==> src/rtl/klotski_scrambler.sv <==
// Builds a random, solvable 4x4 sliding-puzzle board by walking the blank from the
// solved position with LFSR-chosen legal moves, then pulses o_start for the solver.
module klotski_scrambler #(
  parameter logic [15:0] SEED = 16'hACE1
) (
  input  logic                  i_clk,
  input  logic                  i_rst,
  input  logic                  i_start,
  input  logic [7:0]            i_moves,
  output logic [3:0][3:0][3:0]  o_klotski,
  output logic                  o_start,
  output logic                  o_busy
);

  typedef enum logic [1:0] {StIdle, StLoad, StMove, StDone} state_e;

  localparam logic [15:0] SeedEff  = (SEED == 16'h0000) ? 16'h0001 : SEED;
  localparam logic [63:0] Solved   = 64'h123456789ABCDEF0;
  localparam logic [15:0] LfsrMask = 16'hB400;

  state_e               state_q, state_d;
  logic [3:0][3:0][3:0] board_q, board_d;
  logic [1:0]           row_q, row_d, col_q, col_d;
  logic [1:0]           prev_q, prev_d;
  logic                 prev_vld_q, prev_vld_d;
  logic [7:0]           cnt_q, cnt_d;
  logic [15:0]          lfsr_q, lfsr_d;

  logic [1:0] dir, cand, nrow, ncol;
  logic       found, on_board, legal;

  // First of d, d+1, d+2, d+3 that stays on the board and does not undo the last move.
  always_comb begin
    dir      = 2'd0;
    found    = 1'b0;
    cand     = 2'd0;
    on_board = 1'b0;
    legal    = 1'b0;
    for (int k = 0; k < 4; k++) begin
      cand = lfsr_q[1:0] + 2'(k);
      unique case (cand)
        2'd0:    on_board = (row_q != 2'd0);
        2'd1:    on_board = (row_q != 2'd3);
        2'd2:    on_board = (col_q != 2'd0);
        default: on_board = (col_q != 2'd3);
      endcase
      legal = on_board && !(prev_vld_q && (cand == (prev_q ^ 2'd1)));
      if (legal && !found) begin
        dir   = cand;
        found = 1'b1;
      end
    end
  end

  always_comb begin
    nrow = row_q;
    ncol = col_q;
    unique case (dir)
      2'd0:    nrow = row_q - 2'd1;
      2'd1:    nrow = row_q + 2'd1;
      2'd2:    ncol = col_q - 2'd1;
      default: ncol = col_q + 2'd1;
    endcase
  end

  always_comb begin
    state_d    = state_q;
    board_d    = board_q;
    row_d      = row_q;
    col_d      = col_q;
    prev_d     = prev_q;
    prev_vld_d = prev_vld_q;
    cnt_d      = cnt_q;
    lfsr_d     = lfsr_q;
    unique case (state_q)
      StIdle: begin
        if (i_start) begin
          cnt_d   = i_moves;
          state_d = StLoad;
        end
      end
      StLoad: begin
        board_d    = Solved;
        row_d      = 2'd3;
        col_d      = 2'd3;
        prev_vld_d = 1'b0;
        state_d    = (cnt_q != 8'd0) ? StMove : StDone;
      end
      StMove: begin
        // Row r / column c lives at board[3-r][3-c], i.e. index ~r / ~c.
        board_d[~row_q][~col_q] = board_q[~nrow][~ncol];
        board_d[~nrow][~ncol]   = 4'd0;
        row_d      = nrow;
        col_d      = ncol;
        prev_d     = dir;
        prev_vld_d = 1'b1;
        cnt_d      = cnt_q - 8'd1;
        lfsr_d     = {1'b0, lfsr_q[15:1]} ^ (lfsr_q[0] ? LfsrMask : 16'h0000);
        if (cnt_q == 8'd1) state_d = StDone;
      end
      default: state_d = StIdle;
    endcase
  end

  always_ff @(posedge i_clk) begin
    if (i_rst) begin
      state_q    <= StIdle;
      board_q    <= Solved;
      row_q      <= 2'd3;
      col_q      <= 2'd3;
      prev_q     <= 2'd0;
      prev_vld_q <= 1'b0;
      cnt_q      <= 8'd0;
      lfsr_q     <= SeedEff;
    end else begin
      state_q    <= state_d;
      board_q    <= board_d;
      row_q      <= row_d;
      col_q      <= col_d;
      prev_q     <= prev_d;
      prev_vld_q <= prev_vld_d;
      cnt_q      <= cnt_d;
      lfsr_q     <= lfsr_d;
    end
  end

  assign o_klotski = board_q;
  assign o_start   = (state_q == StDone);
  assign o_busy    = (state_q == StLoad) || (state_q == StMove);

endmodule

==> config.mk <==
export PLATFORM = sky130hd
export DESIGN_NAME = klotski_scrambler
export DESIGN_NICKNAME = d
export VERILOG_FILES = /design/src/rtl/klotski_scrambler.sv
export SDC_FILE = /design/constraint.sdc
export NUM_CORES = 1
export LEC_CHECK = 0
export CORE_MARGIN = 1.5
export CORE_UTILIZATION = 25
export DETAILED_ROUTE_END_ITERATION = 7
export DONT_BUFFER_PORTS = 1
export PLACE_DENSITY = 0.39
export SLEW_MARGIN = 0
export SYNTH_ARGS = -nofsm -noshare
export SYNTH_HDL_FRONTEND = slang
export SYNTH_SLANG_ARGS = --single-unit
==> constraint.sdc <==
create_clock -name i_clk -period 5.7 [get_ports i_clk]
set_input_delay 0.57 -clock i_clk [delete_from_list [all_inputs] [get_ports i_clk]]
set_output_delay 0.57 -clock i_clk [all_outputs]
set_load 0.05 [all_outputs]
==> flow_summary.yaml, run 1 <==
outcome:
  status: "finished with violations"
  violations: "design-rule violations"
floorplanning:
  pin_count: 77
  initial_core_util_pct: 25.5
  fp.dieW_um: 166
  rows: 59
  core_area_sq_um: 26100
  dieArea_sq_um: 27700
  dieHeight_um: 166
synthesis:
  synthesis.area_sq_um: 6670
  synth_compound_area_share_pct: 31.4
  post_synth_and_or_nand_nor_area_fraction_pct: 19.4
  synth_adder_area_share_pct: 2.81
  synth_top_area_cell: "dfxtp_1"
  synth_cell_types: 84
  synth_ff_type: "dfxtp_1"
  synthCells: 826
  synth_xor_area_share_pct: 1.29
  synth_common_cells: "98 x nor2_1, 97 x dfxtp_1, 78 x nand2_1"
  async_flop_share_pct: 0
  ys_warn_count: 0
  synth_top_family_by_area: "compound AO/OA/AOI/OAI gates"
  syn-num-nets: 852
  yosysMostFrequentCell: "nor2_1"
  synth.avg_cell_area_sq_um: 8.08
  synthTopCellsByArea: "dfxtp_1 29%, nor2_1 5.5%, o21ai_0 5.1%"
  muxShareOfSynthArea_pct: 11.3
  synth_edf_count: 0
  ys_seq_area_share_pct: 29.1
  yosysTopAreaCellShare_pct: 29.1
  ys_seq_elements: 97
clocking:
  cts_setup_buffers: 0
  cts_tree: "built"
  htree_levels: 3
  hold_buffers: 0
  cts_made_buffers: 9
  cts_resized: 0
  clk_path_buf_depth: 2
  clock_sinks: 97
  cts.clk_slew.worst_paths_ns: 0.08
  cts_root_buf: "clkbuf_16"
  insertion_delay_ns: 0.37
worst_setup_path:
  crit_family: "compound AO/OA/AOI/OAI gates"
  cp.buffers_inverters: 1
  cp-start-kind: "register"
  cp_cell_sequence: "inv_1, ha_1, o21a_1, o41ai_4, or2_2, o2111ai_2, and3_1, xnor2_1, mux2_1, a311o_1, or4_4, a221o_1"
  end_kind: "register"
  startpoint: "lfsr_q[0]"
  critPathRequiredTime_ns: 5.96
  critPathArrivalTime_ns: 5.08
  cp_slowest_cell: "or4_4"
  max_stage_delay_ns: 0.56
  critical_path_class: "reg2reg"
  reg2reg_from: "lfsr_q[0]"
  crit_fanout: 16
grt:
  grt_usage_pct: 21.2
  grt-ovfl-total: 0
  grt_pass1_vias: 6396
  grt_max_degree: 47
  grt_pass1_wl_mm: 44.5
  antenna_found_initial: 0
route:
  routed_via_density: 5.90
  drc: 8
  wirelength_mm: 29.6
  drt-wirelength-per-cell_um: 25.7
  first_pass_iters: 8
  ant_nets: 0
  vias: 6786
  dr.first_iter.drc_count: 816
power_and_ir_drop:
  ir_worst_vdd_mv: 0.184
  power.total_mw: 4.25
  p_leak_nw: 2.62
  power_density_nw_per_um2: 575
cells_and_area:
  layout-drive-gt1-share_pct: 12.4
  finalNonFillerCells: 1151
  area_growth_pct: 10.6
  final_nets: 836
placement:
  dp_hpwl_mm: 21.3
  io_buffers: 0
  gp_congestion: 0.943
  dp.cells: 1134
  dp_slack_ns: 0.920
sta:
  tns_ns: 0
  finalHoldViolCount: 0
  finalSetupViolCount: 0
  period_share_pct: 84.6
  period_minus_slack_ns: 4.82
  worst_slew_pin_slew_ns: 1.18
  slew_viol_final: 0
  slew_headroom_pct: 21.1
  worst_slack_ns: 0.879
  holdWs_ns: 0.318
  finClkSkew_ns: 0.0122
  fmax_ghz: 0.207
  rsz0062_at_grt: "false"
flow_run:
  maxCapViolations: 0
worst_hold_path:
  worstHoldStart: "i_rst"
  hold_class: "in2reg"
## where the power goes
| part | total [mW] | leakage, nW | internal (mW) | switching (mW) |
|---|---|---|---|---|
| Clock | 0.663 | 0.146 | 0.350 | 0.314 |
| Combinational | 2.67 | 1.69 | 0.849 | 1.82 |
| Sequential | 0.914 | 0.785 | 0.754 | 0.160 |
| Total | 4.25 | 2.62 | 1.95 | 2.29 |
## cell usage in the layout (no fill, tap or decap), types with 16 or more instances in the layout
cell      count
a211oi_1     16
a21oi_1      47
buf_4        24
dfxtp_1      95
inv_1        21
mux2_2       16
mux2i_1      27
nand2_1      78
nand3_1      25
nor2_1       98
nor3_1       28
o21ai_0      68
## kinds of logic after synthesis
logic type	count (synthesis)
flip-flops	97
AND/OR/NAND/NOR	281
adder cells (fa/ha/maj)	15
multiplexers	57
AO/OA/AOI/OAI	294
XOR/XNOR	9
buffers and inverters	73
## metrics by stage
| step | utilization (%) | cell area [sq um] |
|---|---|---|
| after global placement | 27.0 | 7070 |
| after global routing | 28.2 | 7380 |
| after floorplan | - | 6670 |
| after detailed placement | 27.0 | 7070 |
| after CTS | 28.2 | 7380 |
| final | 28.2 | 7380 |
## path summary, 6_finish.rpt
| path | to | slack (ns) | depth (start not counted) |
|---|---|---|---|
| worst max-delay path | o_klotski[15] | 0.88 | 12 |
| worst min-delay path | state_q[1] | 0.32 | 1 |
| worst min register to register | lfsr_q[5] | 0.48 | 2 |
| worst max register to register | o_klotski[15] | 0.88 | 12 |
## flip-flops by register name, summed over array words and instances, names as in the netlist
register and flops:
o_klotski 64, lfsr_q 16, cnt_q 8, prev_vld_q 1, state_q 2, col_q 2
prev_q 2, row_q 2
## final cells by class
| type | instances | area (sq um) |
|---|---|---|
| Inverter | 22 | 82.6 |
| Clock buffer | 9 | 225 |
| Fill cell | 2891 | 18800 |
| Antenna cell | 1 | 2.50 |
| Tap cell | 335 | 419 |
| Clock inverter | 7 | 85.1 |
| Sequential cell | 97 | 1940 |
| Timing Repair Buffer | 24 | 180 |
| Multi-Input combinational cell | 656 | 4440 |
## layer usage
metal,global-route usage [%],share of wire (%),vias up
li1,-,-,3102
met1,29.2,45,3317
met2,32.8,45,320
met3,4.86,8.8,47
met4,6.48,1.9,0
met5,0,0,-
Power figures use the tool's default switching activity.
==> inputs of run 2 (changes only) <==
- PLACE_DENSITY: 0.39 -> 0.41
- clock period: 5.7 -> 4.4 ns (I/O delays scaled with it)
==> run 2 against run 1 <==
Net effect:
- the flow still finishes with violations (design-rule violations)
- die area stayed put
- register-to-register slack worse by 0.69 ns
- sequential power is 29% higher
- utilization is 0.93 points higher
- flip-flop and latch count stayed put
- critical path type unchanged
==> flow_summary.yaml, run 2 (synthesized netlist as in run 1, its figures left out) <==
floorplanning:
  dieArea_sq_um: 27700
  core_area_sq_um: 26100
  initial_core_util_pct: 25.5
  dieHeight_um: 166
  pin_count: 77
  fp.dieW_um: 166
  rows: 59
power_and_ir_drop:
  power_density_nw_per_um2: 758
  p_leak_nw: 2.75
  ir_worst_vdd_mv: 0.376
sta:
  finClkSkew_ns: 0.0116
  slew_headroom_pct: 23.6
  tns_ns: 0
  finalSetupViolCount: 0
  period_share_pct: 95.7
  period_minus_slack_ns: 4.21
  holdWs_ns: 0.189
  slew_viol_final: 0
  rsz0062_at_grt: "true"
  worst_slew_pin_slew_ns: 1.14
  worst_slack_ns: 0.190
  fmax_ghz: 0.238
  finalHoldViolCount: 0
cells_and_area:
  final_common_cell: "nor2_1"
  final_nets: 861
  area_growth_pct: 14.3
  final_cell_mix: "98 x nor2_1, 95 x dfxtp_1, 78 x nand2_1, 68 x o21ai_0, 46 x a21oi_1"
  fillers: 2867
  insertedDiodeCount: 0
  largest_register_ff_count: 64
  layout-drive-gt1-share_pct: 15.1
  finalNonFillerCells: 1175
route:
  ant_nets: 0
  vias: 6858
  drc: 2
  dr.first_iter.drc_count: 834
  first_pass_iters: 7
  wirelength_mm: 29.4
  drt-wirelength-per-cell_um: 25.0
  routed_via_density: 5.84
worst_setup_path:
  crit_fanout: 8
  critPathArrivalTime_ns: 4.47
  critPathRequiredTime_ns: 4.66
  cp-start-kind: "register"
  critical_path_class: "reg2reg"
  end_kind: "register"
placement:
  io_buffers: 0
  gp_congestion: 0.945
  dp_slack_ns: 0.171
  dp.cells: 1158
  dp_hpwl_mm: 21.7
clocking:
  hold_buffers: 0
  cts_root_buf: "clkbuf_16"
  cts_tree: "built"
  htree_levels: 3
  clock_sinks: 97
  cts.clk_slew.worst_paths_ns: 0.08
  insertion_delay_ns: 0.37
  clk_path_buf_depth: 2
  cts_made_buffers: 9
grt:
  grt-ovfl-total: 0
  grt_pass1_wl_mm: 44.4
  top_usage_layer: "met2"
  grt_usage_pct: 21.2
  grt_use_met1_pct: 29.4
  grt_use_met2_pct: 32.3
  grt_pass1_vias: 6480
  grtUsageMet3_pct: 5.10
  grt_max_degree: 46
  antenna_found_initial: 0
worst_hold_path:
  hold_class: "in2reg"
outcome:
  violations: "design-rule violations"
  status: "finished with violations"
flow_run:
  maxCapViolations: 0
==> run 2: cell types whose count changed in the layout (fill, tap and decap cells not counted), sizes merged <==
cell,change
buf,+25
clkinv,+2
inv,-2
diode,-1
==> run 2: power breakdown <==
group	switching [mW]	internal (mW)	leakage [nW]	total, mW
registers	0.204	0.977	0.785	1.18
logic	2.40	1.34	1.82	3.74
clock network	0.404	0.452	0.147	0.856
total	3.01	2.77	2.75	5.78
==> run 2: final cells by class <==
class                   instances  area, sq um  area share (%)
clock buffers                   9          225            2.95
clock inverters                 7         90.1            1.18
flip-flops and latches         97         1940            25.5
inverters                      22         82.6            1.08
multi-input cells             656         4450            58.4
repair buffers                 49          409            5.37
well taps                     335          419            5.50
==> run 2: layer usage <==
metal	wire length (um)	share of wire (%)	vias to the layer above
li1	-	-	3146
met1	13300	45	3350
met2	12700	43	315
met3	2540	8.6	47
met4	854	2.9	0
met5	0	0	-
==> run 2: path summary, 6_finish.rpt <==
kind	start	end	slack, ns	depth (start not counted)
worst min register to register	lfsr_q[8]	lfsr_q[7]	0.48	2
worst min-delay path	i_rst	cnt_q[2]	0.19	1
worst max register to register	lfsr_q[0]	o_klotski[15]	0.19	12
worst max-delay path	lfsr_q[0]	o_klotski[15]	0.19	12
==> run 2: critical path, cell delays in order, from the launching register on <==
cell and delay [ns]:
dfxtp_1 0.41, inv_1 0.17, ha_1 0.29, o21a_1 0.14, o41ai_4 0.46, o21ai_1 0.20, o32ai_4 0.35, o21ai_1 0.27
nand2_1 0.22, mux2_2 0.37, o221a_1 0.29, or4_4 0.60, a221o_1 0.34
==> run 2: stage by stage <==
stage / power, mW / instance area, sq um / utilization [%]
3_3_place_gp: 4.84 / 7280 / 27.9
2_1_floorplan: 3.36 / 6670 / -
6_report: 5.78 / 7620 / 29.2
3_5_place_dp: 4.82 / 7280 / 27.9
4_1_cts: 5.70 / 7590 / 29.1
5_1_grt: 6.06 / 7620 / 29.2
==> run 2: what timing repair did <==
action / 4_1_cts / 5_1_grt
setup buffers: 0 / 1
resized for setup: 0 / 4
setup endpoints to repair: 0 / 7
